[src/rtl/kbd_matrix_pkg.sv]
// kbd_matrix shared types: applier states, queued event layout, keymap modes.
// Optional HOLD stage is enabled with KBD_MATRIX_HOLD_EN.
package kbd_matrix_pkg;

    typedef enum logic [1:0] {
        IDLE,
        APPLY,
        HOLD,
        RESYNC
    } kbd_state_t;

    // row/col fields sized for the 16x16 maximum matrix
    typedef struct packed {
        logic       pressed;
        logic       is_aux;
        logic [3:0] row;
        logic [3:0] col;
    } kbd_event_t;

    localparam logic [1:0] KBD_MODE_STD = 2'd0;
    localparam logic [1:0] KBD_MODE_MX  = 2'd1;

    function automatic int row_w(input int rows);
        return (rows > 1) ? $clog2(rows) : 1;
    endfunction

    function automatic int col_w(input int cols);
        return (cols > 1) ? $clog2(cols) : 1;
    endfunction

endpackage

[src/rtl/kbd_matrix_if.sv]
// Key matrix scan port: select lines from the PPI, sense lines back to it.
// master = machine side, slave = emulator side.
interface kbd_matrix_if #(
    parameter int ROWS = 6,
    parameter int COLS = 12
);
    logic [ROWS-1:0] row_in;
    logic [ROWS-1:0] row_out;
    logic [COLS-1:0] col_in;
    logic [COLS-1:0] col_out;

    modport master (
        output row_in,
        output col_in,
        input  row_out,
        input  col_out
    );

    modport slave (
        input  row_in,
        input  col_in,
        output row_out,
        output col_out
    );
endinterface

[src/rtl/kbd_matrix_keymap.sv]
// Combinational PS/2 scancode table; row/col packed as hi/lo nibble.
// Positions outside ROWS x COLS are reported invalid.
module kbd_keymap
    import kbd_matrix_pkg::*;
#(
    parameter int ROWS = 6,
    parameter int COLS = 12
) (
    input  logic [1:0] mode,
    input  logic       ext,
    input  logic [7:0] code,
    output logic       valid,
    output logic       is_aux,
    output logic [3:0] row,
    output logic [3:0] col
);
    logic       hit;
    logic [7:0] rc;

    always_comb begin
        hit    = 1'b1;
        is_aux = 1'b0;
        rc     = 8'h00;
        case ({ext, code})
            9'h01C: rc = 8'h82;
            9'h032: rc = 8'h00;
            9'h021: rc = 8'h13;
            9'h023: rc = 8'h24;
            9'h024: rc = 8'h35;
            9'h02B: rc = 8'h46;
            9'h034: rc = 8'h57;
            9'h033: rc = 8'h68;
            9'h043: rc = 8'h79;
            9'h03B: rc = 8'hAA;
            9'h042: rc = 8'hBB;
            9'h005: rc = (mode == KBD_MODE_MX) ? 8'h95 : 8'hC0;
            9'h175: rc = 8'hD1;
            9'h012: begin is_aux = 1'b1; rc = 8'h00; end
            9'h014: begin is_aux = 1'b1; rc = 8'h01; end
            default: hit = 1'b0;
        endcase
        row   = rc[7:4];
        col   = rc[3:0];
        valid = hit
              && (mode == KBD_MODE_STD || mode == KBD_MODE_MX)
              && (is_aux || (int'(row) < ROWS && int'(col) < COLS));
    end
endmodule

[src/rtl/kbd_matrix.sv]
// PS/2 to key-matrix emulator: keymap decode, event FIFO, timed applier.
// Define KBD_MATRIX_HOLD_EN to keep each applied event for HOLD_CYCLES.
module kbd_matrix
    import kbd_matrix_pkg::*;
#(
    parameter int ROWS        = 6,
    parameter int COLS        = 12,
    parameter int AUX_N       = 2,
    parameter int FIFO_DEPTH  = 8,
    parameter int HOLD_CYCLES = 65536
) (
    input  logic             clk_sys,
    input  logic             reset,
    input  logic [10:0]      ps2_key,
    input  logic [1:0]       mode,
    kbd_matrix_if.slave      scan,
    output logic [AUX_N-1:0] aux,
    output logic             overflow,
    output logic             busy
);
    localparam int AW = $clog2(FIFO_DEPTH);

    kbd_state_t state, state_n;
    kbd_event_t ev_in, cur;
    kbd_event_t fifo_mem [FIFO_DEPTH];
    logic [AW:0] wp, rp;
    logic [ROWS-1:0][COLS-1:0] matrix;
    logic strobe_q, km_valid, km_aux;
    logic [3:0] km_row, km_col;
    logic evt, empty, full, push, pop, drop;
    logic [COLS-1:0] col_s;
    logic [ROWS-1:0] row_s;

    kbd_keymap #(.ROWS(ROWS), .COLS(COLS)) u_keymap (
        .mode  (mode),
        .ext   (ps2_key[8]),
        .code  (ps2_key[7:0]),
        .valid (km_valid),
        .is_aux(km_aux),
        .row   (km_row),
        .col   (km_col)
    );

    always_comb begin
        ev_in.pressed = ps2_key[9];
        ev_in.is_aux  = km_aux;
        ev_in.row     = km_row;
        ev_in.col     = km_col;
    end

    assign evt   = (ps2_key[10] != strobe_q) && km_valid;
    assign empty = (wp == rp);
    assign full  = (wp[AW] != rp[AW]) && (wp[AW-1:0] == rp[AW-1:0]);
    assign pop   = (state == IDLE) && !empty;
    assign push  = evt && (!full || pop);
    assign drop  = evt && full && !pop;
    assign busy  = !empty || (state != IDLE);

    // loaded during reset too, so a held strobe level is not an event
    always_ff @(posedge clk_sys) strobe_q <= ps2_key[10];

    always_ff @(posedge clk_sys) begin
        if (push) fifo_mem[wp[AW-1:0]] <= ev_in;
        if (pop) cur <= fifo_mem[rp[AW-1:0]];
    end

`ifdef KBD_MATRIX_HOLD_EN
    localparam int HW = (HOLD_CYCLES > 1) ? $clog2(HOLD_CYCLES) : 1;
    logic [HW-1:0] hold_cnt;

    always_ff @(posedge clk_sys) begin
        if (reset) hold_cnt <= '0;
        else if (state == APPLY) hold_cnt <= HW'(HOLD_CYCLES - 1);
        else if (state == HOLD && hold_cnt != '0) hold_cnt <= hold_cnt - 1'b1;
    end
`endif

    always_ff @(posedge clk_sys) begin
        if (reset) state <= IDLE;
        else state <= state_n;
    end

    always_comb begin
        state_n = state;
        unique case (state)
            IDLE: begin
                if (!empty) state_n = APPLY;
                else if (overflow) state_n = RESYNC;
            end
`ifdef KBD_MATRIX_HOLD_EN
            APPLY: state_n = HOLD;
            HOLD: if (hold_cnt == '0) state_n = IDLE;
`else
            APPLY: state_n = IDLE;
            HOLD: state_n = IDLE;
`endif
            RESYNC: state_n = IDLE;
            default: state_n = IDLE;
        endcase
    end

    always_ff @(posedge clk_sys) begin
        if (reset) begin
            wp       <= '0;
            rp       <= '0;
            matrix   <= '0;
            aux      <= '0;
            overflow <= 1'b0;
        end else begin
            if (push) wp <= wp + 1'b1;
            if (pop) rp <= rp + 1'b1;
            if (drop) overflow <= 1'b1;
            else if (state == RESYNC) overflow <= 1'b0;
            if (state == APPLY) begin
                for (int r = 0; r < ROWS; r++)
                    for (int c = 0; c < COLS; c++)
                        if (!cur.is_aux && cur.row == 4'(r) && cur.col == 4'(c))
                            matrix[r][c] <= cur.pressed;
                for (int a = 0; a < AUX_N; a++)
                    if (cur.is_aux && cur.col == 4'(a))
                        aux[a] <= cur.pressed;
            end
            if (state == RESYNC) begin
                matrix <= '0;
                aux    <= '0;
            end
        end
    end

    always_comb begin
        col_s = '1;
        row_s = '1;
        for (int r = 0; r < ROWS; r++)
            for (int c = 0; c < COLS; c++) begin
                if (matrix[r][c] && !scan.row_in[r]) col_s[c] = 1'b0;
                if (matrix[r][c] && !scan.col_in[c]) row_s[r] = 1'b0;
            end
    end

    assign scan.col_out = col_s;
    assign scan.row_out = row_s;
endmodule

[src/flat_wrapper.sv]
// flat-port wrapper written by rule: the top's interface ports become plain ports
module kbd_matrix_flat import kbd_matrix_pkg::*;
#(
    parameter int ROWS        = 6,
    parameter int COLS        = 12,
    parameter int AUX_N       = 2,
    parameter int FIFO_DEPTH  = 8,
    parameter int HOLD_CYCLES = 65536
)
  (clk_sys, reset, ps2_key, mode, aux, overflow, busy, scan_row_in, scan_col_in, scan_row_out, scan_col_out);
  kbd_matrix_if #(.ROWS(ROWS), .COLS(COLS)) scan_i ();
  input  logic clk_sys;
  input  logic reset;
  input  logic [10:0] ps2_key;
  input  logic [1:0] mode;
  output logic [AUX_N-1:0] aux;
  output logic overflow;
  output logic busy;
  input wire logic [$bits(scan_i.row_in)-1:0] scan_row_in;
  input wire logic [$bits(scan_i.col_in)-1:0] scan_col_in;
  output wire logic [$bits(scan_i.row_out)-1:0] scan_row_out;
  output wire logic [$bits(scan_i.col_out)-1:0] scan_col_out;
  assign scan_i.row_in = scan_row_in;
  assign scan_i.col_in = scan_col_in;
  assign scan_row_out = scan_i.row_out;
  assign scan_col_out = scan_i.col_out;
  kbd_matrix #(.ROWS(ROWS), .COLS(COLS), .AUX_N(AUX_N), .FIFO_DEPTH(FIFO_DEPTH), .HOLD_CYCLES(HOLD_CYCLES)) u_core (.clk_sys(clk_sys), .reset(reset), .ps2_key(ps2_key), .mode(mode), .scan(scan_i), .aux(aux), .overflow(overflow), .busy(busy));
endmodule
[config.mk]
export PLATFORM = sky130hd
export DESIGN_NAME = kbd_matrix_flat
export DESIGN_NICKNAME = d
export VERILOG_FILES = /design/src/rtl/kbd_matrix_pkg.sv /design/src/rtl/kbd_matrix_if.sv /design/src/rtl/kbd_matrix_keymap.sv /design/src/rtl/kbd_matrix.sv /design/src/flat_wrapper.sv
export SDC_FILE = /design/constraint.sdc
export NUM_CORES = 1
export LEC_CHECK = 0
export BUFFER_PORTS_ARGS = -buffer_cell sky130_fd_sc_hd__buf_2
export CAP_MARGIN = 30
export CORE_ASPECT_RATIO = 1.5
export CORE_MARGIN = 1.5
export CORE_UTILIZATION = 40
export DETAILED_ROUTE_END_ITERATION = 12
export GPL_ROUTABILITY_DRIVEN = 0
export HOLD_SLACK_MARGIN = 0.02
export PLACE_DENSITY_LB_ADDON = 0.12
export SYNTH_ARGS = -nofsm -noshare
export SYNTH_HDL_FRONTEND = slang
export SYNTH_SLANG_ARGS = --single-unit
[constraint.sdc]
create_clock -name clk_sys -period 5.3 [get_ports clk_sys]
set_clock_uncertainty 0.2 [all_clocks]
set_input_delay 1.06 -clock clk_sys [delete_from_list [all_inputs] [get_ports clk_sys]]
set_output_delay 1.06 -clock clk_sys [all_outputs]
set_load 0.02 [all_outputs]
==> flow_summary.ini, run 1 <==
[outcome]
status = finished, final reports clean

[synthesis]
synth_top_area_share_pct = 32.3
synth_cell_types = 59
syn_inst = 840
synth-main-ff-cell = edfxtp_1
ys_warn_count = 0
syn_nets = 875
synth_top_area_cell = edfxtp_1
synth_edf_count = 90
synth_commonest_cells = nand2_1 (126), edfxtp_1 (90), dfxtp_1 (86)
async_flop_share_pct = 0
ys_top_cells_by_area = edfxtp_1 (32%), dfxtp_1 (21%), nand2_1 (5.7%)
ys_seq_area_share_pct = 52.9
avgSynthCellArea_um2 = 9.95
netlist_area_mm2 = 0.00836
ys_ff_latch = 176
synth.most_common_cell = nand2_1

[timing]
fin_ws_ps = 1630
setup_viol = 0
slew_viol_final = 0
hold_viol = 0
relSlewSlack_pct = 30.7
setup_tns_ps = 0
fin_crit_ps = 3670
fin_crit_sh_pct = 69.3
timing_worst_slew_pin_value_ps = 1030
rsz0062_at_grt = false
max_freq_mhz = 272

[flow_run]
cap_violations = 0

[cells_and_area]
synthToLayoutAreaGrowth_pct = 13.2
nets = 916
diodes = 0
final_cells = 1158
fin_util_pct = 46.3
drive_gt1_share_pct = 17.7
fillers = 1939

[global_routing]
grt-ovfl-total = 0
grt_pass1_wl_um = 35900
antenna_found_initial = 0
grt_max_degree = 75
grt_pass1_vias = 6519
grt_usage_pct = 21.9

[hold_path]
hold_path_class = reg2reg

[floorplan]
die_w_um = 121
die_h_um = 180
ios = 55
die_area_mm2 = 0.0218
core_area_mm2 = 0.0204
initial_utilization_pct = 40.9
rows = 64

[routing]
drtIter0Drc = 685
num_vias = 6601
vias_per_cell = 5.70
wl_per_cell_um = 20.2
drc_errors = 0
routed.top_layer = met4
met1_length_um = 8590
met2_length_um = 12700
drt-pass1-iter-count = 7
drt-total-wl_um = 23300
ant_nets = 0
wl_met3_um = 1060

[clock_tree]
ctsHoldBuffers = 0
path_clk_slew_ps = 70
numCtsBuffers = 17
htreeDepth = 4
post_cts_buffers = 0
clk_latency_ps = 440
clk_path_buf_depth = 2
cts-root-buf = clkbuf_16
clkSinkCount = 176
ctsResizeCount = 0
cts_tree = yes

[setup_path]
critPathTopFamily = simple AND/OR/NAND/NOR gates
endpoint_kind = flip-flop
cp_max_fo = 12
cp-start-kind = primary input
required_ps = 5230
crit_chain = buf_2 > nor3b_2 > nand3_1 > a21oi_1 > nor4_1 > or2_1 > nor4b_2 > buf_4
cp_slowest_stage_delay_ps = 600
worst-path-buf-inv = 2
worstSetupPathType = in2reg
cp_data_arrival_time_ps = 3600
slowest_stage = a21oi_1

[placement]
portBuffers = 54
dpl_worst_slack_ps = 1240
placed_cells = 1124
place_hpwl_um = 16700

[power_and_ir_drop]
p_total_mw = 3.07
ir_worst_vdd_mv = 0.190
p_per_area_mw_per_mm2 = 324
p_leak_nw = 3.16
layout make-up:
class,instances,area (um2),share of cell area (%)
Inverter,76,285,3.02
Clock inverter,13,103,1.08
Clock buffer,19,433,4.58
Multi-Input combinational cell,535,3440,36.4
Timing Repair Buffer,75,440,4.66
Sequential cell,176,4420,46.8
Tap cell,264,330,3.49
placed cells by master (no fill, tap or decap), types with 3 or more instances in the layout:
master and n:
nor2b_1 5, o22ai_1 72, nor3b_1 3, mux4_2 20
nor2_1 60, clkbuf_16 17, nand2_1 125, xnor2_1 6
buf_2 56, mux2_2 11, nor4_1 4, a21oi_1 45
nor3_1 28, nand2b_1 8, nand4_1 5, dfxtp_1 86
or4_1 7, nand3_1 46, edfxtp_1 90, buf_4 16
nor4_2 4, inv_1 76, clkinvlp_4 3, inv_6 4
o21ai_0 3, mux2i_1 37
worst reg2reg max path, stage by stage, from the launching register on:
cell and delay, ps:
dfxtp_1 840, xnor2_1 180, nand3_1 120, nor3_1 100
or3_4 430, or2_1 380, nor4b_2 260, buf_4 260
power breakdown:
part           total [mW]  internal (mW)  leakage [nW]  switching (mW)
clock network        1.15          0.608         0.252           0.546
registers            1.49           1.46          1.51          0.0252
logic               0.425          0.167          1.40           0.257
total                3.07           2.24          3.16           0.829
final timing paths:
check	startpoint	endpoint	slack, ps	cells past startpoint
setup / recovery	ps2_key[4]	u_core.fifo_mem[1][5]$_DFFE_PP_	1630	8
hold / removal	u_core.matrix[52]$_SDFFE_PP0P_	u_core.matrix[52]$_SDFFE_PP0P_	260	2
setup reg to reg	u_core.rp[2]$_SDFFE_PP0P_	u_core.fifo_mem[1][5]$_DFFE_PP_	2240	7
hold reg to reg	u_core.matrix[52]$_SDFFE_PP0P_	u_core.matrix[52]$_SDFFE_PP0P_	260	2
state kept, by name (all words and copies together) (netlist names):
name             flops
u_core.aux           2
u_core.cur          10
u_core.fifo_mem     80
u_core.matrix       72
u_core.overflow      1
u_core.rp            4
u_core.state         2
u_core.strobe_q      1
u_core.wp            4
cells by family (layout without fill, tap and decap cells):
group           count (synthesis)  in the layout  share of synthesized area (%)
xor+xnor                        8              8                          0.838
mux                            68             68                           11.3
buf+inv                       129            183                           6.23
fa+ha+maj                       2              2                          0.299
compound gates                136            136                           10.0
flops                         176            176                           52.9
simple gates                  321            321                           18.4
through the flow:
stage | hold slack [ps] | cell area, um2
floorplan | 236 | 8360
global placement | 243 | 8870
detailed placement | 250 | 8900
CTS | 258 | 9440
global route | 276 | 9460
finish | 257 | 9460
metal layers:
layer	vias to the layer above	track usage, %
met1	3178	22.5
met4	0	10.5
met5	-	0
met2	275	41.7
met3	73	3.99
li1	3075	-
No activity file was read; power rests on OpenSTA's default activity.
==> inputs of run 2 (changes only) <==
clock period = 3.5 ns   (was 5.3 ns; I/O delays follow)
==> run 2 against run 1 <==
Compared with the run above:
- non-clock buffer count up 17
- worst hold slack worse by 68 ps
- worst setup slack worse by 1100 ps
- final cell count up 1.5%
- critical endpoint is now u_core.fifo_mem[3][0]$_DFFE_PP_
- largest power group unchanged
==> flow_summary.ini, run 2 (synthesized netlist as in run 1, its figures left out) <==
[setup_path]
endpoint_kind = flip-flop
reg2reg_from = u_core.wp[2]$_SDFFE_PP0P_
worstSetupPathType = in2reg
reg2reg_depth = 8
cp_max_fo = 9
required_ps = 3450
cp_data_arrival_time_ps = 2880
rr_endpoint = u_core.fifo_mem[3][0]$_DFFE_PP_
cp-start-kind = primary input
r2r_setup_slack_ps = 650

[floorplan]
initial_utilization_pct = 40.9
die_w_um = 121
core_area_mm2 = 0.0204
die_area_mm2 = 0.0218
die_h_um = 180
ios = 55
rows = 64

[cells_and_area]
fillers = 1961
synthToLayoutAreaGrowth_pct = 14.8
multi_input_area_mm2 = 0.00344
seqCellArea_mm2 = 0.00442
diodes = 0
final_cells = 1175
nets = 933
fin_util_pct = 47.0
largest_reg_flops = 80
drive_gt1_share_pct = 19.3
layout_common_cells = nand2_1 (125), edfxtp_1 (90), dfxtp_1 (86)
layout_commonest_cell = nand2_1

[global_routing]
antenna_found_initial = 0
grt_usage_pct = 21.4
grt_pass1_wl_um = 35500
grt-ovfl-total = 0
grt_pass1_vias = 6593
grt_max_degree = 75

[power_and_ir_drop]
p_leak_nw = 3.27
ir_worst_vdd_mv = 0.325
p_per_area_mw_per_mm2 = 491

[routing]
ant_nets = 0
drtIter0Drc = 558
drt-total-wl_um = 22700
drc_errors = 0
num_vias = 6667
wl_per_cell_um = 19.3
drt-pass1-iter-count = 5
vias_per_cell = 5.67

[timing]
hold-worst-slack_ps = 189
setup_viol = 0
timing_worst_slew_pin_value_ps = 970
fin_crit_sh_pct = 83.7
fin_crit_ps = 2930
slew_viol_final = 0
relSlewSlack_pct = 35.0
hold_viol = 0
rsz0062_at_grt = false
fin_ws_ps = 572
max_freq_mhz = 342
setup_tns_ps = 0

[hold_path]
min_to = u_core.strobe_q$_DFF_P_
holdPathStages = 1
hold_path_class = in2reg
hold_start = ps2_key[10]

[clock_tree]
post_cts_buffers = 0
ctsHoldBuffers = 0
cts-root-buf = clkbuf_16
clk_latency_ps = 430
numCtsBuffers = 17
clk_path_buf_depth = 2
cts_tree = yes
clkSinkCount = 176
ctsResizeCount = 0
htreeDepth = 4
path_clk_slew_ps = 70

[outcome]
status = finished, final reports clean

[flow_run]
cap_violations = 0

[placement]
portBuffers = 54
place_hpwl_um = 16700
placed_cells = 1143
dpl_worst_slack_ps = 144
-- run 2: changes by cell type in the layout (fill, tap and decap cells not counted), sizes merged --
cell	delta
clkinv	+1
clkbuf	-3
inv	+3
clkinvlp	-2
buf	+18
-- run 2: area by class of cell --
class | instances | share of cell area (%)
flip-flops and latches | 176 | 46.1
multi-input cells | 535 | 35.8
repair buffers | 92 | 5.79
clock buffers | 17 | 4.43
well taps | 264 | 3.44
inverters | 76 | 2.97
clock inverters | 15 | 1.45
-- run 2: metrics by stage --
stage	cell area, um2	power (mW)
after floorplan	8360	2.75
after global placement	9030	2.93
after detailed placement	9030	2.94
after CTS	9600	4.75
after global routing	9600	4.90
final	9600	4.71
-- run 2: layer usage --
layer | global-route usage [%] | vias to the layer above | part of all wire (%)
met5 | 0 | - | 0
met4 | 8.24 | 0 | 3.0
met3 | 3.51 | 65 | 4.0
met2 | 41.0 | 270 | 56
met1 | 22.9 | 3204 | 37
li1 | - | 3128 | -
-- run 2: how the worst max path moves through the flow --
stage / cells after the start / from / endpoint
detailed placement: 9 / ps2_key[8] / u_core.fifo_mem[3][3]$_DFFE_PP_
floorplan: 8 / ps2_key[8] / u_core.fifo_mem[2][0]$_DFFE_PP_
finish: 9 / ps2_key[8] / u_core.fifo_mem[3][0]$_DFFE_PP_
global route: 6 / ps2_key[1] / u_core.fifo_mem[7][9]$_DFFE_PP_
CTS: 9 / ps2_key[8] / u_core.fifo_mem[3][0]$_DFFE_PP_
global placement: 9 / ps2_key[8] / u_core.fifo_mem[1][4]$_DFFE_PP_
-- run 2: report_power, final --
part | leakage [nW] | internal [mW] | switching, mW | total [mW]
Sequential | 1.51 | 2.22 | 0.0367 | 2.25
Clock | 0.277 | 0.945 | 0.879 | 1.82
Combinational | 1.48 | 0.260 | 0.375 | 0.635
-- run 2: worst max-delay path, stage by stage --
cell and delay, ps:
buf_2 180, or2b_2 210, a2111oi_2 80, or3_1 380, or3_4 330, or2_1 230, buf_4 190, nor3_1 340
buf_4 220
==> inputs of run 3 (changes only) <==
clock period = 2.9 ns   (was 3.5 ns; I/O delays follow)
==> run 3 against run 2 <==
Compared with the run above:
- worst hold slack worse by 120 ps
- sequential cell count stayed put
- non-clock buffer count is 14 higher
- critical endpoint is now u_core.fifo_mem[5][7]$_DFFE_PP_
==> flow_summary.ini, run 3 (synthesized netlist as in run 1, its figures left out) <==
[global_routing]
grt_pass1_vias = 6596
grt_max_degree = 75
grt-ovfl-total = 0
grt_usage_pct = 20.4
antenna_found_initial = 0
grt_pass1_wl_um = 34300

[timing]
timing_worst_slew_pin_value_ps = 753
fin_crit_sh_pct = 93.5
rsz0062_at_grt = false
setup_viol = 0
slew_viol_final = 0
max_freq_mhz = 369
hold_viol = 0
setup_tns_ps = 0
relSlewSlack_pct = 49.8
fin_crit_ps = 2710

[cells_and_area]
nets = 947
drive_gt1_share_pct = 20.3
layout_common_cells = nand2_1 (125), edfxtp_1 (90), dfxtp_1 (86)
layout_commonest_cell = nand2_1
fin_util_pct = 48.2
synthToLayoutAreaGrowth_pct = 17.9
diodes = 0
final_cells = 1189
largest_reg_flops = 80

[routing]
drc_errors = 0
drt-total-wl_um = 22100
drt-pass1-iter-count = 5
drtIter0Drc = 641
vias_per_cell = 5.56
wl_per_cell_um = 18.6
ant_nets = 0
num_vias = 6608

[floorplan]
rows = 64
ios = 55
die_area_mm2 = 0.0218
initial_utilization_pct = 40.9
die_h_um = 180
die_w_um = 121
core_area_mm2 = 0.0204

[clock_tree]
clk_latency_ps = 430
htreeDepth = 4
path_clk_slew_ps = 60
cts_tree = yes
numCtsBuffers = 17
ctsResizeCount = 0
ctsHoldBuffers = 0
cts-root-buf = clkbuf_16
clk_path_buf_depth = 2
post_cts_buffers = 0
clkSinkCount = 176

[placement]
portBuffers = 54
placed_cells = 1157
place_hpwl_um = 16100

[setup_path]
worst-path-buf-inv = 3
critPathTopFamily = simple AND/OR/NAND/NOR gates
worstSetupPathDepth = 9
endpoint_kind = flip-flop
reg2reg_from = u_core.strobe_q$_DFF_P_
cp-start-kind = primary input
cp_slowest_stage_delay_ps = 400
worstSetupPathType = in2reg
cp_max_fo = 12
required_ps = 2830
rr_endpoint = u_core.fifo_mem[5][7]$_DFFE_PP_
reg2reg_depth = 7
slowest_stage = or3_4
cp_data_arrival_time_ps = 2640
r2r_setup_slack_ps = 410
crit_chain = buf_2 > and4_4 > o2111ai_2 > nand4_2 > or3_4 > or2_1 > buf_12 > nor4b_4 > buf_4

[hold_path]
holdPathStages = 1
hold_path_class = in2reg
min_to = u_core.strobe_q$_DFF_P_
hold_start = ps2_key[10]

[power_and_ir_drop]
p_leak_nw = 3.35
p_per_area_mw_per_mm2 = 573
ir_worst_vdd_mv = 0.474
p_total_mw = 5.64

[flow_run]
cap_violations = 0

[outcome]
status = finished, final reports clean
-- run 3: changes by cell type in the layout (fill, tap and decap cells not counted), sizes merged --
cell    previous run  this run
buf               92       106
clkbuf            17        19
inv               85        82
bufinv             0         1
-- run 3: area by class of cell --
| type | count | area [um2] |
|---|---|---|
| Fill cell | 1893 | 10600 |
| Timing Repair Buffer | 106 | 748 |
| Clock buffer | 19 | 433 |
| Tap cell | 264 | 330 |
| Sequential cell | 176 | 4420 |
| Multi-Input combinational cell | 535 | 3500 |
| Inverter | 76 | 285 |
| Clock inverter | 13 | 125 |
-- run 3: worst max-delay path by stage --
stage	startpoint	endpoint
after floorplan	ps2_key[5]	u_core.fifo_mem[1][0]$_DFFE_PP_
after global placement	ps2_key[4]	u_core.fifo_mem[4][6]$_DFFE_PP_
after detailed placement	ps2_key[4]	u_core.fifo_mem[1][6]$_DFFE_PP_
after CTS	u_core.matrix[63]$_SDFFE_PP0P_	scan_row_out[5]
after global routing	ps2_key[4]	u_core.fifo_mem[5][1]$_DFFE_PP_
final	ps2_key[4]	u_core.fifo_mem[5][7]$_DFFE_PP_
-- run 3: where the power goes --
| group | switching (mW) | internal, mW |
|---|---|---|
| Clock | 0.972 | 1.20 |
| Sequential | 0.0409 | 2.68 |
| Combinational | 0.436 | 0.320 |
| Total | 1.45 | 4.19 |
-- run 3: per-stage QoR --
step	setup slack, ps	area [um2]	hold slack (ps)
after floorplan	-251	8450	236
after global placement	-199	9290	244
after detailed placement	-246	9290	248
after CTS	191	9850	57.1
after global routing	88.4	9850	71.9
final	187	9850	73.1
-- run 3: metal layers --
layer  routed length [um]  track usage (%)  vias up
li1                     -                -     3142
met1                 8440             21.5     3194
met2                12200             39.1      212
met3                  804             3.45       60
met4                  705             8.66        0
met5                    0                0        -
